**src/rtl/s2mm_stream_framer.sv**
```systemverilog
// s2mm_stream_framer
//   Cuts an unframed AXI4-Stream into packets of exactly BTT_BYTES bytes and
//   drives TLAST on the final beat of each packet, so that every S2MM command
//   completes on a packet boundary. A two-register skid buffer registers
//   ready/valid on both sides. It also keeps debug counters for emitted
//   packets and source overrun cycles.
//
// Ports
//   clk, aresetn    stream clock, async active-low reset
//   enable          run request, sampled only at packet boundaries
//   s_axis_*        raw input stream (tdata, tvalid, tready)
//   m_axis_*        framed output stream (tdata, tvalid, tlast, tkeep, tready)
//   pkt_count       count of TLAST handshakes, wraps
//   overrun_count   RUN cycles with s_tvalid=1 and s_tready=0, saturates
//   busy            high while in the RUN state
module s2mm_stream_framer #(
  parameter int unsigned DATA_WIDTH = 64,
  parameter int unsigned BTT_BYTES  = 4096
) (
  input  logic                    clk,
  input  logic                    aresetn,
  input  logic                    enable,
  input  logic [DATA_WIDTH-1:0]   s_axis_tdata,
  input  logic                    s_axis_tvalid,
  output logic                    s_axis_tready,
  output logic [DATA_WIDTH-1:0]   m_axis_tdata,
  output logic                    m_axis_tvalid,
  output logic                    m_axis_tlast,
  output logic [DATA_WIDTH/8-1:0] m_axis_tkeep,
  input  logic                    m_axis_tready,
  output logic [31:0]             pkt_count,
  output logic [31:0]             overrun_count,
  output logic                    busy
);

  localparam int unsigned BEATS = BTT_BYTES / (DATA_WIDTH / 8);
  localparam int unsigned CW    = $clog2(BEATS);
  localparam logic [CW-1:0] LastBeat = CW'(BEATS - 1);

  typedef enum logic [0:0] {StIdle, StRun} state_e;

  state_e                  r_state, w_state_next;
  logic [CW-1:0]           r_beat_cnt, w_beat_cnt_next;
  logic                    r_s_tready, w_s_tready_next;

  logic                    r_out_valid, w_out_valid_next;
  logic [DATA_WIDTH-1:0]   r_out_data, w_out_data_next;
  logic                    r_out_last, w_out_last_next;
  logic                    r_skid_valid, w_skid_valid_next;
  logic [DATA_WIDTH-1:0]   r_skid_data, w_skid_data_next;
  logic                    r_skid_last, w_skid_last_next;

  logic [31:0]             r_pkt_cnt;
  logic [31:0]             r_ovr_cnt;

  logic                    w_accept;
  logic                    w_in_last;
  logic                    w_out_free;
  logic                    w_out_hs;

  assign w_accept   = s_axis_tvalid & r_s_tready;
  assign w_in_last  = (r_beat_cnt == LastBeat);
  // out_reg can take a new beat if empty or handing its beat over this cycle
  assign w_out_free = ~r_out_valid | m_axis_tready;
  assign w_out_hs   = r_out_valid & m_axis_tready;

  // Framing FSM: leaving RUN is only possible on the edge that accepts the
  // last beat of a packet, so partial packets can never be produced.
  always_comb begin
    w_state_next    = r_state;
    w_beat_cnt_next = r_beat_cnt;
    if (w_accept) begin
      w_beat_cnt_next = w_in_last ? '0 : r_beat_cnt + CW'(1);
    end
    unique case (r_state)
      StIdle: begin
        if (enable) w_state_next = StRun;
      end
      StRun: begin
        if (w_accept && w_in_last && !enable) w_state_next = StIdle;
      end
      default: w_state_next = StIdle;
    endcase
  end

  // Skid buffer next state. skid_reg only fills when out_reg is stalled.
  always_comb begin
    w_out_valid_next  = r_out_valid;
    w_out_data_next   = r_out_data;
    w_out_last_next   = r_out_last;
    w_skid_valid_next = r_skid_valid;
    w_skid_data_next  = r_skid_data;
    w_skid_last_next  = r_skid_last;
    if (w_out_free) begin
      if (r_skid_valid) begin
        w_out_valid_next = 1'b1;
        w_out_data_next  = r_skid_data;
        w_out_last_next  = r_skid_last;
        if (w_accept) begin
          w_skid_data_next = s_axis_tdata;
          w_skid_last_next = w_in_last;
        end else begin
          w_skid_valid_next = 1'b0;
        end
      end else if (w_accept) begin
        w_out_valid_next = 1'b1;
        w_out_data_next  = s_axis_tdata;
        w_out_last_next  = w_in_last;
      end else begin
        w_out_valid_next = 1'b0;
      end
    end else if (w_accept) begin
      w_skid_valid_next = 1'b1;
      w_skid_data_next  = s_axis_tdata;
      w_skid_last_next  = w_in_last;
    end
    // Ready looks only at next-state values, so m_axis_tready never reaches
    // s_axis_tready combinationally.
    w_s_tready_next = (w_state_next == StRun) & ~w_skid_valid_next;
  end

  always_ff @(posedge clk or negedge aresetn) begin
    if (!aresetn) begin
      r_state      <= StIdle;
      r_beat_cnt   <= '0;
      r_s_tready   <= 1'b0;
      r_out_valid  <= 1'b0;
      r_out_data   <= '0;
      r_out_last   <= 1'b0;
      r_skid_valid <= 1'b0;
      r_skid_data  <= '0;
      r_skid_last  <= 1'b0;
    end else begin
      r_state      <= w_state_next;
      r_beat_cnt   <= w_beat_cnt_next;
      r_s_tready   <= w_s_tready_next;
      r_out_valid  <= w_out_valid_next;
      r_out_data   <= w_out_data_next;
      r_out_last   <= w_out_last_next;
      r_skid_valid <= w_skid_valid_next;
      r_skid_data  <= w_skid_data_next;
      r_skid_last  <= w_skid_last_next;
    end
  end

  always_ff @(posedge clk or negedge aresetn) begin
    if (!aresetn) begin
      r_pkt_cnt <= '0;
      r_ovr_cnt <= '0;
    end else begin
      if (w_out_hs && r_out_last) r_pkt_cnt <= r_pkt_cnt + 32'd1;
      if ((r_state == StRun) && s_axis_tvalid && !r_s_tready && (r_ovr_cnt != '1)) begin
        r_ovr_cnt <= r_ovr_cnt + 32'd1;
      end
    end
  end

  assign s_axis_tready = r_s_tready;
  assign m_axis_tdata  = r_out_data;
  assign m_axis_tvalid = r_out_valid;
  assign m_axis_tlast  = r_out_last;
  assign m_axis_tkeep  = '1;
  assign pkt_count     = r_pkt_cnt;
  assign overrun_count = r_ovr_cnt;
  assign busy          = (r_state == StRun);

endmodule

```
**config.mk**
```make
export PLATFORM = sky130hd
export DESIGN_NAME = s2mm_stream_framer
export DESIGN_NICKNAME = d
export VERILOG_FILES = /design/src/rtl/s2mm_stream_framer.sv
export SDC_FILE = /design/constraint.sdc
export NUM_CORES = 1
export LEC_CHECK = 0
export CORE_MARGIN = 2
export CORE_UTILIZATION = 35
export CTS_CLUSTER_SIZE = 28
export DETAILED_ROUTE_END_ITERATION = 10
export PLACE_DENSITY = 0.62
export SYNTH_ARGS = -nofsm -noshare
export SYNTH_HDL_FRONTEND = slang
export SYNTH_SLANG_ARGS = --single-unit
```
**constraint.sdc**
```tcl
create_clock -name clk -period 2.6 [get_ports clk]
set_clock_uncertainty 0.05 [all_clocks]
set_input_delay 0.52 -clock clk [delete_from_list [all_inputs] [get_ports clk]]
set_output_delay 0.52 -clock clk [all_outputs]
set_load 0.01 [all_outputs]
```
* Word level (Yosys, flattened, before mapping)
Index checks and enable logic that the tools add are counted.
** Cells by class
- $add $sub $neg :: 3
- Equal/unequal tests :: 3
- Multiplexer cells :: 19
- Bitwise gates (word level) :: 7
- Reduce and logical (&&, ||, !) cells :: 10
** Operator list (number)
- $mux 64 :: 5
- $add 32x1->32 const B :: 2
- $ne 32x32->1 const B :: 1
- $mux 1 :: 12
- $add 9x1->9 const B :: 1
- $eq 9x9->1 const B :: 1
- $mux 9 :: 1
- $logic_and 1x1->1 :: 6
- $and 1x1->1 :: 3
- $not 1->1 :: 3
- $logic_not 1->1 :: 2
- $ne 2x2->1 const B :: 1
- $pmux 1 s2 :: 1
- $reduce_and 2->1 :: 1
- $reduce_bool 2->1 :: 1
- $or 1x1->1 :: 1
** Word-level totals
- Register bits after elaboration :: 207
- Input bits :: 69
- Output and inout bits :: 140

* Depth between registers and ports, before layout
- Word-level depth :: 6
- Gate-level depth with buffers :: 7

* Worst setup path after synthesis
Ideal clock, no wire load.
- Kind :: register -> register
- From :: register r_ovr_cnt[8], in the netlist overrun_count[8]
- To :: register r_ovr_cnt[25], in the netlist overrun_count[25]
- Library setup time :: 0.132 ns
- Arrival :: 1.859 ns
- Path slack :: 0.559 ns
- Stages on the path, launching flop included :: 6
- Clock period less this slack :: 2.041 ns
- Path through :: dfrtp_1 -> nand4_1 -> or3_2 -> o31ai_4 -> nor3_1 -> xor2_1
** Between the ends
- Word-level cells in the longest chain between the ends :: 2
- Elaborated cells between the ends (all ways) :: 3
- Classes of those cells :: add/sub (1); eq/ne (1); reduce/logical (1)
** RTL lines
- start, declared :: line 54 : logic [31:0] r_ovr_cnt;
- start signal, assigned :: line 153 : r_ovr_cnt <= r_ovr_cnt + 32'd1;
- parallel branches: the longest is 2 deep, another holds $add 32x1->32
Parallel ways; which one is timed is not known.
A chain may end at the register's enable or synchronous reset.

* Worst setup path after layout
- From :: register r_out_last, in the netlist m_axis_tlast
- To :: output port m_axis_tlast
** RTL lines
- start, declared :: line 48 : logic r_out_last, w_out_last_next;
- start signal, assigned :: line 139 : r_out_last <= w_out_last_next;
- end, declared :: line 28 : output logic m_axis_tlast,
No word-level cell between the ends.

==> metrics.txt <==
crit path capture type primary output; Final period util 0.844; Max VDD drop 0.818 mV; Die H 164 um; syn avg cell area 11.7 um^2; port bufs 200; via count 6304; Final min period 2190 ps; outcome finished clean; synth top area cells dfrtp_1 (58%), mux2_2 (8.4%), mux2i_1 (7.5%); Initial DRC Count 244; family with the most delay on the worst path buffers and inverters; R2R cell count 6; DR vias/cell 4.76; top-count cell post-synth dfrtp_1; worst slew pin tran 555 ps; slowest cell delay on critical path 650 ps; Most used DFF post-synth dfrtp_1; Leakage 0.00523 uW; area leader, netlist dfrtp_1; Slew Viols, Final 0; Bufs and invs on worst path 1; PwrDens 975 mW/mm^2; Async SR Flop Fraction 1.00; placed inst area 0.0115 mm^2; share of cells above drive strength 1 0.135; TritonCTS Sinks 207; Ports 209; Hold Crit Depth 1; Final nets 1054; post-route cell area 0.0123 mm^2; dpl hpwl 13.6 mm; clk buf depth 3; grt ovf 0; r2r endpoint overrun_count[25]; fmax 0.456 GHz; Synth Instances 765; CP Cell Sequence clkdlybuf4s50_1; Clk pin slew, worst setup/hold paths 60 ps; flop2flop setup slack 430 ps; # placed instances 1284; post_cts resized 0; P&R area growth vs syn 37.1%; reg-to-reg startpoint overrun_count[8]; DR DRC count 0; row cnt 58; root buffer cell clkbuf_16; total power draw 12000 uW; Die X 164 um; max cap viols 0; pin count of the biggest net entering global routing 67; post-synthesis cell type count 41; GRT Total Usage 0.153; Mapped Area 0.00897 mm^2; first-pass GRT wire length 33.4 mm; WP data required 2030 ps; worst hold-check path type flip-flop to flip-flop; Post-synth EDFFs 0; Worst path depth 1; Starting Density 0.356; final-report hold violation count 0; DR WL/cell 15.2 um; number of global-route vias before repair 6283; worst path arrival time 1620 ps; slack of the critical path 406 ps; Synth top area share 0.577; Hold Crit Start pkt_count[31]; worst-skew pair later-pin latency 510 ps; Post-synth top cells dfrtp_1 (207), nand2_1 (105), o21ai_0 (72), mux2_2 (67), mux2i_1 (67); TritonCTS Buffers 24; H-tree levels 1; clock tree from TritonCTS built; yosys warns 0; Relative slew margins 0.630; Synth Register Bits 207; Core Area 0.0252 mm^2; final non-filler cell total 1325; die area 0.0269 mm^2; unrepaired setup endpoints after global routing no; DRT antenna net count 0; Routed WL 20.2 mm; sequential share of the synthesized area 0.577; First-pass DRT Iterations 4; initial antenna violation count 0; slowest stage cell, crit path clkdlybuf4s50_1; dpl ws 221 ps; Ant. Diodes 0; total negative slack 0 ps; final setup vio count 0; CP Launch Type flip-flop; critical path type flip-flop to primary output; Hold EP pkt_count[31]; routability cong. 0.752; critical path fanouts, max 5
-- worst max-delay path by stage --
stage	start	slack, ps	end
after floorplan	overrun_count[8]	560	overrun_count[25]
after global placement	m_axis_tready	220	pkt_count[15]
after detailed placement	m_axis_tready	220	pkt_count[15]
after CTS	m_axis_tlast	370	m_axis_tlast
after global routing	overrun_count[8]	250	overrun_count[21]
final	m_axis_tlast	410	m_axis_tlast
-- final cells by class --
cell class,count,area (um^2)
Sequential cell,207,5180
Multi-Input combinational cell,522,3640
Clock buffer,38,734
Tap cell,330,413
Timing Repair Buffer,224,2290
Fill cell,2296,12900
Clock inverter,2,35.0
Inverter,2,7.51
-- what timing repair did --
item	in CTS	in global routing
hold endpoints to repair	57	0
hold buffers	1	0
buffers inserted	0	0
-- cells by family after synthesis --
kind of cell | synth area share
simple gates | 0.123
flops | 0.577
mux | 0.159
compound gates | 0.0531
xor+xnor | 0.0586
buf+inv | 0.0222
fa+ha+maj | 0.00669
other cells | 0.000418
-- layout by cell type (no fill, tap or decap), types with 7 or more instances in the layout --
cell and n:
clkbuf_8 7, and4_1 7, nand3_1 29, mux2i_1 67, mux2_2 67, buf_12 8, a21oi_1 7, and3_1 9
conb_1 8, clkdlybuf4s50_1 199, nand4_1 25, xor2_1 19, nor2_1 21, nand2_1 105, xnor2_1 41, clkbuf_16 25
buf_4 15, dfrtp_1 206, nor3_1 12, o21ai_0 71, clkbuf_1 7
-- power breakdown --
group          total, uW  internal (uW)  switching, uW
clock network       3280           2010           1270
registers           5000           4340            657
logic               3720           2100           1620
-- through the flow --
stage / utilization / hold WS, ps
2_1_floorplan: - / 174
5_1_grt: 0.489 / 429
3_5_place_dp: 0.458 / 411
3_3_place_gp: 0.458 / 408
4_1_cts: 0.489 / 420
6_report: 0.489 / 413
-- state kept, by name, summed over array words and instances, names as in the netlist --
register       cells
r_beat_cnt         9
r_skid_valid       1
r_skid_data       64
pkt_count         32
busy               1
m_axis_tdata      64
r_skid_last        1
s_axis_tready      1
m_axis_tlast       1
overrun_count     32
m_axis_tvalid      1
-- metal layers --
metal	global-route usage	up-vias	routed length (um)
met5	0	-	0
met4	0.0343	0	424
met3	0.0452	33	1370
met2	0.256	139	9630
met1	0.197	3040	8780
li1	-	3092	-
No activity file was read; power rests on OpenSTA's default activity.
